--- src/rtl/qa_drv_prim_pkg.sv ---
// Shared types and the address-to-bucket hash for the QA driver write-order gate.
package qa_drv_prim_pkg;

    localparam int ADDR_WIDTH = 42;
    localparam int N_BUCKETS  = 64;
    localparam int N_TAGS     = 32;

    localparam int IDX_W    = $clog2(N_BUCKETS);
    localparam int TAG_W    = $clog2(N_TAGS);
    localparam int CNT_W    = TAG_W + 1;
    localparam int N_SLICES = (ADDR_WIDTH + IDX_W - 1) / IDX_W;

    typedef logic [ADDR_WIDTH-1:0] t_addr;
    typedef logic [IDX_W-1:0]      t_filter_idx;
    typedef logic [TAG_W-1:0]      t_tag;
    typedef logic [CNT_W-1:0]      t_count;

    typedef struct packed {
        logic        valid;
        t_addr       addr;
        logic        is_write;
        t_filter_idx bucket;
    } t_held_req;

    // XOR-fold of the address; the top slice is zero-padded by the widening cast.
    function automatic t_filter_idx qa_drv_prim_hash_addr(input t_addr addr);
        logic [N_SLICES*IDX_W-1:0] padded;
        t_filter_idx               h;
        padded = (N_SLICES*IDX_W)'(addr);
        h      = '0;
        for (int i = 0; i < N_SLICES; i++) begin
            h = h ^ padded[i*IDX_W +: IDX_W];
        end
        return h;
    endfunction

endpackage

--- src/rtl/qa_drv_prim_write_order_gate_if.sv ---
// Request, issue, response and filter-client signals of the write-order gate.
interface qa_drv_prim_write_order_gate_if;
    import qa_drv_prim_pkg::*;

    logic        req_valid;
    logic        req_ready;
    t_addr       req_addr;
    logic        req_is_write;

    logic        out_valid;
    logic        out_ready;
    t_addr       out_addr;
    logic        out_is_write;
    t_tag        out_tag;

    logic        rsp_valid;
    t_tag        rsp_tag;

    t_filter_idx filt_test_req;
    logic        filt_test_isZero;
    logic        filt_test_notFull;
    t_filter_idx filt_insert;
    logic        filt_insert_en;
    t_filter_idx filt_remove;
    logic        filt_remove_en;

    t_count      n_outstanding;
    logic        err_bad_rsp;

    modport slave (
        input  req_valid, req_addr, req_is_write, out_ready, rsp_valid, rsp_tag,
               filt_test_isZero, filt_test_notFull,
        output req_ready, out_valid, out_addr, out_is_write, out_tag,
               filt_test_req, filt_insert, filt_insert_en, filt_remove, filt_remove_en,
               n_outstanding, err_bad_rsp
    );

    modport master (
        output req_valid, req_addr, req_is_write, out_ready, rsp_valid, rsp_tag,
               filt_test_isZero, filt_test_notFull,
        input  req_ready, out_valid, out_addr, out_is_write, out_tag,
               filt_test_req, filt_insert, filt_insert_en, filt_remove, filt_remove_en,
               n_outstanding, err_bad_rsp
    );

endinterface

--- src/rtl/qa_drv_prim_tag_alloc.sv ---
// Outstanding-tag tracker: busy vector, lowest-free encoder, per-tag bucket table, popcount.
module qa_drv_prim_tag_alloc
    import qa_drv_prim_pkg::*;
(
    input  logic        clk,
    input  logic        reset,
    input  logic        alloc_en,
    input  t_filter_idx alloc_bucket,
    input  logic        rsp_valid,
    input  t_tag        rsp_tag,
    output logic        tag_free,
    output t_tag        free_tag,
    output logic        rsp_hit,
    output t_filter_idx rsp_bucket,
    output t_count      n_outstanding
);

    logic [N_TAGS-1:0] busy_q, busy_d;
    t_count            n_outstanding_q, n_outstanding_d;
    t_filter_idx       tag_bucket_q [N_TAGS];

    // Registered busy only: a tag retired this cycle is not offered again until next cycle.
    always_comb begin
        tag_free = 1'b0;
        free_tag = '0;
        for (int i = N_TAGS - 1; i >= 0; i--) begin
            if (!busy_q[i]) begin
                tag_free = 1'b1;
                free_tag = t_tag'(i);
            end
        end
    end

    assign rsp_hit    = rsp_valid & busy_q[rsp_tag];
    assign rsp_bucket = rsp_hit ? tag_bucket_q[rsp_tag] : '0;

    // NOTE: every always_comb output gets a default first so no path leaves it unassigned (no latch).
    always_comb begin
        busy_d = busy_q;
        if (alloc_en) busy_d[free_tag] = 1'b1;
        if (rsp_hit)  busy_d[rsp_tag]  = 1'b0;
        n_outstanding_d = '0;
        for (int i = 0; i < N_TAGS; i++) begin
            n_outstanding_d = n_outstanding_d + t_count'(busy_d[i]);
        end
    end

    // NOTE: sequential state uses non-blocking assignment so every flop samples pre-edge values.
    always_ff @(posedge clk or posedge reset) begin
        if (reset) begin
            busy_q          <= '0;
            n_outstanding_q <= '0;
        end else begin
            busy_q          <= busy_d;
            n_outstanding_q <= n_outstanding_d;
        end
    end

    // NOTE: the bucket table is not reset; an entry is only read while its busy bit is set.
    always_ff @(posedge clk) begin
        if (alloc_en) tag_bucket_q[free_tag] <= alloc_bucket;
    end

    assign n_outstanding = n_outstanding_q;

endmodule

--- src/rtl/qa_drv_prim_write_order_gate.sv ---
// Issue gate: holds one request and releases it only when its filter bucket has nothing in flight.
module qa_drv_prim_write_order_gate
    import qa_drv_prim_pkg::*;
(
    input  logic                          clk,
    input  logic                          reset,
    qa_drv_prim_write_order_gate_if.slave bus
);

    t_held_req   held_q, held_d;
    logic        err_bad_rsp_q, err_bad_rsp_d;

    logic        tag_free;
    t_tag        free_tag;
    logic        rsp_hit;
    t_filter_idx rsp_bucket;
    t_count      n_outstanding;

    logic        out_valid;
    logic        issue;
    logic        req_ready;
    logic        accept;

    // out_valid never looks at out_ready, so downstream may wait on it without a loop.
    assign out_valid = held_q.valid & bus.filt_test_isZero & bus.filt_test_notFull & tag_free;
    assign issue     = out_valid & bus.out_ready;
    assign req_ready = ~held_q.valid | issue;
    assign accept    = bus.req_valid & req_ready;

    qa_drv_prim_tag_alloc u_tag_alloc (
        .clk           (clk),
        .reset         (reset),
        .alloc_en      (issue),
        .alloc_bucket  (held_q.bucket),
        .rsp_valid     (bus.rsp_valid),
        .rsp_tag       (bus.rsp_tag),
        .tag_free      (tag_free),
        .free_tag      (free_tag),
        .rsp_hit       (rsp_hit),
        .rsp_bucket    (rsp_bucket),
        .n_outstanding (n_outstanding)
    );

    always_comb begin
        held_d        = held_q;
        err_bad_rsp_d = err_bad_rsp_q | (bus.rsp_valid & ~rsp_hit);
        if (accept) begin
            held_d.valid    = 1'b1;
            held_d.addr     = bus.req_addr;
            held_d.is_write = bus.req_is_write;
            held_d.bucket   = qa_drv_prim_hash_addr(bus.req_addr);
        end else if (issue) begin
            held_d.valid = 1'b0;
        end
    end

    always_ff @(posedge clk or posedge reset) begin
        if (reset) begin
            held_q        <= '0;
            err_bad_rsp_q <= 1'b0;
        end else begin
            held_q        <= held_d;
            err_bad_rsp_q <= err_bad_rsp_d;
        end
    end

    assign bus.req_ready      = req_ready;
    assign bus.out_valid      = out_valid;
    assign bus.out_addr       = held_q.addr;
    assign bus.out_is_write   = held_q.is_write;
    assign bus.out_tag        = free_tag;
    assign bus.filt_test_req  = held_q.bucket;
    assign bus.filt_insert    = held_q.bucket;
    assign bus.filt_insert_en = issue;
    assign bus.filt_remove    = rsp_bucket;
    assign bus.filt_remove_en = rsp_hit;
    assign bus.n_outstanding  = n_outstanding;
    assign bus.err_bad_rsp    = err_bad_rsp_q;

endmodule

--- src/flat_wrapper.sv ---
// flat-port wrapper written by rule: the top's interface ports become plain ports
module qa_drv_prim_write_order_gate_flat import qa_drv_prim_pkg::*;
  (clk, reset, bus_req_valid, bus_req_addr, bus_req_is_write, bus_out_ready, bus_rsp_valid, bus_rsp_tag, bus_filt_test_isZero, bus_filt_test_notFull, bus_req_ready, bus_out_valid, bus_out_addr, bus_out_is_write, bus_out_tag, bus_filt_test_req, bus_filt_insert, bus_filt_insert_en, bus_filt_remove, bus_filt_remove_en, bus_n_outstanding, bus_err_bad_rsp);
  qa_drv_prim_write_order_gate_if bus_i ();
  input  logic clk;
  input  logic reset;
  input wire logic [$bits(bus_i.req_valid)-1:0] bus_req_valid;
  input wire logic [$bits(bus_i.req_addr)-1:0] bus_req_addr;
  input wire logic [$bits(bus_i.req_is_write)-1:0] bus_req_is_write;
  input wire logic [$bits(bus_i.out_ready)-1:0] bus_out_ready;
  input wire logic [$bits(bus_i.rsp_valid)-1:0] bus_rsp_valid;
  input wire logic [$bits(bus_i.rsp_tag)-1:0] bus_rsp_tag;
  input wire logic [$bits(bus_i.filt_test_isZero)-1:0] bus_filt_test_isZero;
  input wire logic [$bits(bus_i.filt_test_notFull)-1:0] bus_filt_test_notFull;
  output wire logic [$bits(bus_i.req_ready)-1:0] bus_req_ready;
  output wire logic [$bits(bus_i.out_valid)-1:0] bus_out_valid;
  output wire logic [$bits(bus_i.out_addr)-1:0] bus_out_addr;
  output wire logic [$bits(bus_i.out_is_write)-1:0] bus_out_is_write;
  output wire logic [$bits(bus_i.out_tag)-1:0] bus_out_tag;
  output wire logic [$bits(bus_i.filt_test_req)-1:0] bus_filt_test_req;
  output wire logic [$bits(bus_i.filt_insert)-1:0] bus_filt_insert;
  output wire logic [$bits(bus_i.filt_insert_en)-1:0] bus_filt_insert_en;
  output wire logic [$bits(bus_i.filt_remove)-1:0] bus_filt_remove;
  output wire logic [$bits(bus_i.filt_remove_en)-1:0] bus_filt_remove_en;
  output wire logic [$bits(bus_i.n_outstanding)-1:0] bus_n_outstanding;
  output wire logic [$bits(bus_i.err_bad_rsp)-1:0] bus_err_bad_rsp;
  assign bus_i.req_valid = bus_req_valid;
  assign bus_i.req_addr = bus_req_addr;
  assign bus_i.req_is_write = bus_req_is_write;
  assign bus_i.out_ready = bus_out_ready;
  assign bus_i.rsp_valid = bus_rsp_valid;
  assign bus_i.rsp_tag = bus_rsp_tag;
  assign bus_i.filt_test_isZero = bus_filt_test_isZero;
  assign bus_i.filt_test_notFull = bus_filt_test_notFull;
  assign bus_req_ready = bus_i.req_ready;
  assign bus_out_valid = bus_i.out_valid;
  assign bus_out_addr = bus_i.out_addr;
  assign bus_out_is_write = bus_i.out_is_write;
  assign bus_out_tag = bus_i.out_tag;
  assign bus_filt_test_req = bus_i.filt_test_req;
  assign bus_filt_insert = bus_i.filt_insert;
  assign bus_filt_insert_en = bus_i.filt_insert_en;
  assign bus_filt_remove = bus_i.filt_remove;
  assign bus_filt_remove_en = bus_i.filt_remove_en;
  assign bus_n_outstanding = bus_i.n_outstanding;
  assign bus_err_bad_rsp = bus_i.err_bad_rsp;
  qa_drv_prim_write_order_gate u_core (.clk(clk), .reset(reset), .bus(bus_i));
endmodule
--- config.mk ---
export PLATFORM = sky130hd
export DESIGN_NAME = qa_drv_prim_write_order_gate_flat
export DESIGN_NICKNAME = d
export VERILOG_FILES = /design/src/rtl/qa_drv_prim_pkg.sv /design/src/rtl/qa_drv_prim_write_order_gate_if.sv /design/src/rtl/qa_drv_prim_tag_alloc.sv /design/src/rtl/qa_drv_prim_write_order_gate.sv /design/src/flat_wrapper.sv
export SDC_FILE = /design/constraint.sdc
export NUM_CORES = 1
export LEC_CHECK = 0
export BUFFER_PORTS_ARGS = -buffer_cell sky130_fd_sc_hd__buf_2
export CAP_MARGIN = 25
export CELL_PAD_IN_SITES_DETAIL_PLACEMENT = 1
export CELL_PAD_IN_SITES_GLOBAL_PLACEMENT = 1
export CORE_ASPECT_RATIO = 1.25
export CORE_MARGIN = 2
export CORE_UTILIZATION = 50
export DETAILED_ROUTE_END_ITERATION = 8
export PLACE_DENSITY_LB_ADDON = 0.12
export SETUP_SLACK_MARGIN = 0.05
export SLEW_MARGIN = 20
export SYNTH_ARGS = -nofsm -noshare
export SYNTH_HDL_FRONTEND = slang
export SYNTH_HIERARCHICAL = 1
export SYNTH_SLANG_ARGS = --single-unit
--- constraint.sdc ---
create_clock -name clk -period 8 [get_ports clk]
set_input_delay 0.8 -clock clk [delete_from_list [all_inputs] [get_ports clk]]
set_output_delay 0.8 -clock clk [all_outputs]
set_load 0.01 [all_outputs]
==> results.cfg, run 1 <==
[critical_path]
r2r_slack_ps = 520
cp-start-kind = flop
worst-endpoint-required_ps = 8440
critPathArrivalTime_ps = 7920
worstSetupEndpointType = flop
cp_slowest_cell = fa_1
cp_slowest_stage_delay_ps = 600
cp_max_fo = 8
worstSetupPathType = reg -> reg

[clock_tree]
cts_hold_buf = 0
clockRootBuffer = clkbuf_16
cts_num_sinks = 281
cts_buffers = 29
cts_tree = built
cts.path.max_buffers = 3
htreeDepth = 1
clkTransAtPathRegs_ps = 60
cts.repair.resized = 0
clock_latency_ps = 560
cts_setup_buffers = 0

[pwr]
combPwrFrac = 0.274
power.density_nw_per_um2 = 291
clkPwrFrac = 0.292
p_switching_mw = 1.39
peakVddDrop_mv = 0.342
total_power_mw = 4.37
p_leak_nw = 5.77
swShare = 0.318
seq_power_share = 0.434
internal_power_mw = 2.98

[timing]
worstMarginPinSlew_ps = 843
fin_worst_skew_ps = 13.2
finalSetupViolations = 0
layout_min_cycle_time_ps = 7480
hold_violations = 0
fin_tns_setup_ps = 0
period_share = 0.935
slew_headroom = 0.434
rsz0062_at_grt = no
drv_slew = 0
max_freq_mhz = 134

[cells_and_area]
area_growth_pct = 12.1
final_cell_mix = edfxtp_1, buf_2, dfrtp_1
final_common_cell = edfxtp_1
drive_gt1_frac = 0.360
num_antenna_cells = 0
nets = 1013

[synthesis]
postSynthAreaPerCell_um2 = 16.2
synthCells = 826
netlist_area_um2 = 13400
synth_edf_count = 192
synth.ff_latch_count = 281
synthFlopType = edfxtp_1
async_flop_share = 0.317
synth.yosys.seq_area_share = 0.597
synth_nets = 912
synth_warnings = 6
synth_cell_types = 70

[floorplanning]
rows = 66
dieArea_um2 = 28100
die_y_um = 187
coreArea_um2 = 26200
chipWidth_um = 150
start_util = 0.511
io_pins = 132

[global_route]
grtUsageMet2 = 0.427
busiest_layer = met2
grt_usage = 0.253
grt_max_degree = 51
grt_pass1_wl_mm = 53.2
antenna_found_initial = 0
gr-usage-met3 = 0.0437
grt_overflow = 0
met1_usage = 0.330
grt_pass1_vias = 8560

[worst_hold_path]
hp-class = in -> async

[detailed_routing]
vias_per_cell = 5.96
wl_per_cell_um = 26.8
vias = 7683
drt-initial-drc-count = 587
drc_errors = 0
ant_nets = 0
drtPass1Iterations = 5
wl_mm = 34.6

[flow_run]
max_cap_viol_count = 0

[run_status]
status = complete, no violations

[placed_design]
io_buffers = 131
gp_congestion = 0.990
dp_hpwl_mm = 24.9
worst paths after layout:
path,endpoint,depth (start not counted),startpoint
worst max-delay path,u_core/u_tag_alloc/n_outstanding[5],27,u_core/u_tag_alloc/busy_q[18]
worst min-delay path,u_core/bus.out_addr[18],2,reset
worst max register to register,u_core/u_tag_alloc/n_outstanding[5],27,u_core/u_tag_alloc/busy_q[18]
worst min register to register,u_core/bus.out_addr[1],1,u_core/bus.out_addr[1]
max in group asynchronous,u_core/bus.err_bad_rsp,3,reset
min in group clk,u_core/held_q[49],2,bus_req_valid
layout make-up:
type	count	area [um^2]
clock buffers	36	752
repair buffers	157	856
multi-input cells	411	4650
fillers	2408	11200
flip-flops and latches	281	7990
well taps	340	425
clock inverters	18	140
inverters	47	176
power groups by stage:
stage | Clock [mW] | Sequential [mW] | Combinational [mW]
after detailed placement | 0 | 1.92 | 1.21
after global placement | 0 | 1.91 | 1.17
final | 1.27 | 1.90 | 1.20
after floorplan | 0 | 1.98 | 0.787
after global routing | 1.35 | 1.91 | 1.33
after CTS | 1.30 | 1.90 | 1.23
per-stage QoR:
stage               std cells  worst slack, ps  area, um^2  hold slack (ps)  utilization
floorplan                 826             1000       13400              459            -
detailed placement       1234              332       14000              475        0.537
finish                   1290              520       15000             99.2        0.573
global placement         1231              558       14000              465        0.536
CTS                      1288              265       14900             77.3        0.571
global route             1290              147       15000             85.1        0.573
layer usage:
layer  up-vias  share of wire
met5         -              0
met4         0          0.037
met3        72          0.057
met2       287           0.52
met1      4029           0.39
li1       3295              -
cell usage after synthesis (all sizes together) (3+ instances only):
master | number | area [um^2]
or3 | 4 | 31.3
and3 | 3 | 20.0
o21ai | 9 | 48.8
mux2 | 49 | 552
o22a | 21 | 188
ha | 7 | 87.6
nor3 | 22 | 170
nand2b | 4 | 25.0
xnor3 | 12 | 270
nand2 | 26 | 97.6
nor2 | 37 | 151
nand4 | 15 | 113
clkbuf | 8 | 33.8
a31oi | 3 | 18.8
a21o | 4 | 30.0
fa | 24 | 480
xnor2 | 15 | 131
and2 | 5 | 31.3
edfxtp | 192 | 5770
and4 | 4 | 35.0
nor2b | 8 | 50.1
mux2i | 7 | 70.1
o22ai | 13 | 81.3
buf | 79 | 572
a21oi | 14 | 81.3
a211oi | 3 | 22.5
mux4 | 68 | 1540
nand3 | 6 | 30.0
inv | 47 | 176
dfrtp | 89 | 2230
flip-flops by register name (all words and copies together) (netlist names):
name	count
u_core/u_tag_alloc/tag_bucket_q	192
u_core/bus.out_addr	42
u_core/u_tag_alloc/busy_q	32
u_core/bus.filt_insert	6
u_core/u_tag_alloc/n_outstanding	6
u_core/bus.err_bad_rsp	1
u_core/bus.out_is_write	1
u_core/held_q	1
logic make-up after synthesis:
group,share of synthesized area
buf+inv,0.0584
simple gates,0.0611
fa+ha+maj,0.0425
compound gates,0.0494
xor+xnor,0.0300
flops,0.597
mux,0.161
critical path, delay by kind of cell (launching register included):
| family | cells | cell delay, ps |
|---|---|---|
| buffers and inverters | 6 | 480 |
| AND/OR/NAND/NOR | 10 | 2370 |
| flip-flops | 1 | 460 |
| AO/OA/AOI/OAI | 4 | 840 |
| adder cells (fa/ha/maj) | 7 | 3220 |
(Power assumes the default switching activity.)
==> run 2, diff against run 1 <==
--- a/config.mk
+++ b/config.mk
@@ -14,6 +14,7 @@
 export CORE_UTILIZATION = 50
 export DETAILED_ROUTE_END_ITERATION = 8
 export PLACE_DENSITY_LB_ADDON = 0.12
+export REMOVE_ABC_BUFFERS = 1
 export SETUP_SLACK_MARGIN = 0.05
 export SLEW_MARGIN = 20
 export SYNTH_ARGS = -nofsm -noshare
==> results.cfg, run 2 (synthesis results as in run 1) <==
[global_route]
grt_max_degree = 50
antenna_found_initial = 1
grt_overflow = 0
grt_usage = 0.260
grt_pass1_wl_mm = 54.4
grt_pass1_vias = 8655

[critical_path]
critical_path_buf_inv_count = 6
cp_slowest_cell = fa_1
cp_slowest_stage_delay_ps = 590
worst-endpoint-required_ps = 8430
cp_max_fo = 8
worstSetupEndpointType = flop
critPathArrivalTime_ps = 8110
worstSetupPathType = reg -> reg
cp-start-kind = flop
path_delay_family = adder cells

[timing]
max_freq_mhz = 130
fin_worst_skew_ps = 12.0
layout_min_cycle_time_ps = 7680
period_share = 0.960
slew_headroom = 0.422
fin_tns_setup_ps = 0
drv_slew = 0
hold_violations = 0
worstMarginPinSlew_ps = 865
hold_ws_ps = 155
finalSetupViolations = 0
rsz0062_at_grt = no

[placed_design]
gp_congestion = 0.975
placed_cells = 1237
placed_area_um2 = 14100
io_buffers = 131
dp_hpwl_mm = 25.5

[clock_tree]
cts.path.max_buffers = 3
cts_setup_buffers = 0
clockRootBuffer = clkbuf_16
cts_num_sinks = 281
clkTransAtPathRegs_ps = 70
cts_hold_buf = 0
htreeDepth = 1
cts_tree = built
clock_latency_ps = 550
cts_buffers = 29

[flow_run]
max_cap_viol_count = 0

[detailed_routing]
drc_errors = 0
drtPass1Iterations = 5
vias_per_cell = 6.06
wl_mm = 35.5
vias = 7845
ant_nets = 0
wl_per_cell_um = 27.4
drt-initial-drc-count = 511

[worst_hold_path]
hp-class = in -> async

[pwr]
power.density_nw_per_um2 = 297
p_leak_nw = 5.83
total_power_mw = 4.50
peakVddDrop_mv = 0.255

[floorplanning]
dieArea_um2 = 28100
io_pins = 132
coreArea_um2 = 26200
chipWidth_um = 150
start_util = 0.511
rows = 66
die_y_um = 187

[run_status]
status = complete, no violations

[cells_and_area]
n_fill_cell = 2438
top_register = u_core/u_tag_alloc/tag_bucket_q
final_common_cell = edfxtp_1
area_growth_pct = 13.1
final_cell_mix = edfxtp_1, buf_2, dfrtp_1
nets = 1015
fin_cells = 1294
drive_gt1_frac = 0.368
largest_reg_flops = 192
design_area_um2 = 15100
run 2: path summary, 6_finish.rpt:
path	cells after the start	slack (ps)	start	to
max	27	320	u_core/u_tag_alloc/busy_q[18]	u_core/u_tag_alloc/n_outstanding[5]
max reg2reg	27	320	u_core/u_tag_alloc/busy_q[18]	u_core/u_tag_alloc/n_outstanding[5]
min in group clk	2	480	bus_req_valid	u_core/held_q[49]
min reg2reg	1	480	u_core/bus.out_addr[2]	u_core/bus.out_addr[2]
max in group asynchronous	3	6840	reset	u_core/u_tag_alloc/busy_q[30]
min	2	160	reset	u_core/bus.out_addr[22]
run 2: power by group:
| group | leakage (nW) | internal (mW) | total (mW) | switching [mW] |
|---|---|---|---|---|
| sequential | 2.83 | 1.82 | 1.91 | 0.0917 |
| clock | 0.471 | 0.829 | 1.39 | 0.558 |
| combinational | 2.53 | 0.451 | 1.20 | 0.747 |
run 2: what timing repair did:
action,in CTS,in global routing
endpoints found under the setup margin,1,2
hold endpoints to repair,0,0
resized for setup,1,4
run 2: per-stage QoR:
| step | utilization | setup WS [ps] |
|---|---|---|
| 2_1_floorplan | - | 1100 |
| 3_3_place_gp | 0.537 | 297 |
| 3_5_place_dp | 0.538 | 81.6 |
| 4_1_cts | 0.576 | 216 |
| 5_1_grt | 0.578 | 50.0 |
| 6_report | 0.578 | 319 |
run 2: routing by layer:
layer  vias up  GRT usage  wire [um]
met5         -          0          0
met4         0     0.0718        809
met3        54     0.0346       1710
met2       275      0.461      19100
met1      4192      0.334      13800
li1       3324          -          -
run 2: layout make-up:
class | instances | area, um^2 | share of cell area
sequential | 281 | 7990 | 0.528
inverter | 47 | 176 | 0.0117
tap | 340 | 425 | 0.0281
clock inverter | 14 | 161 | 0.0107
clock buffer | 40 | 835 | 0.0552
timing repair buffer | 159 | 871 | 0.0576
antenna | 2 | 5.00 | 0.000331
multi-input combinational | 411 | 4660 | 0.308
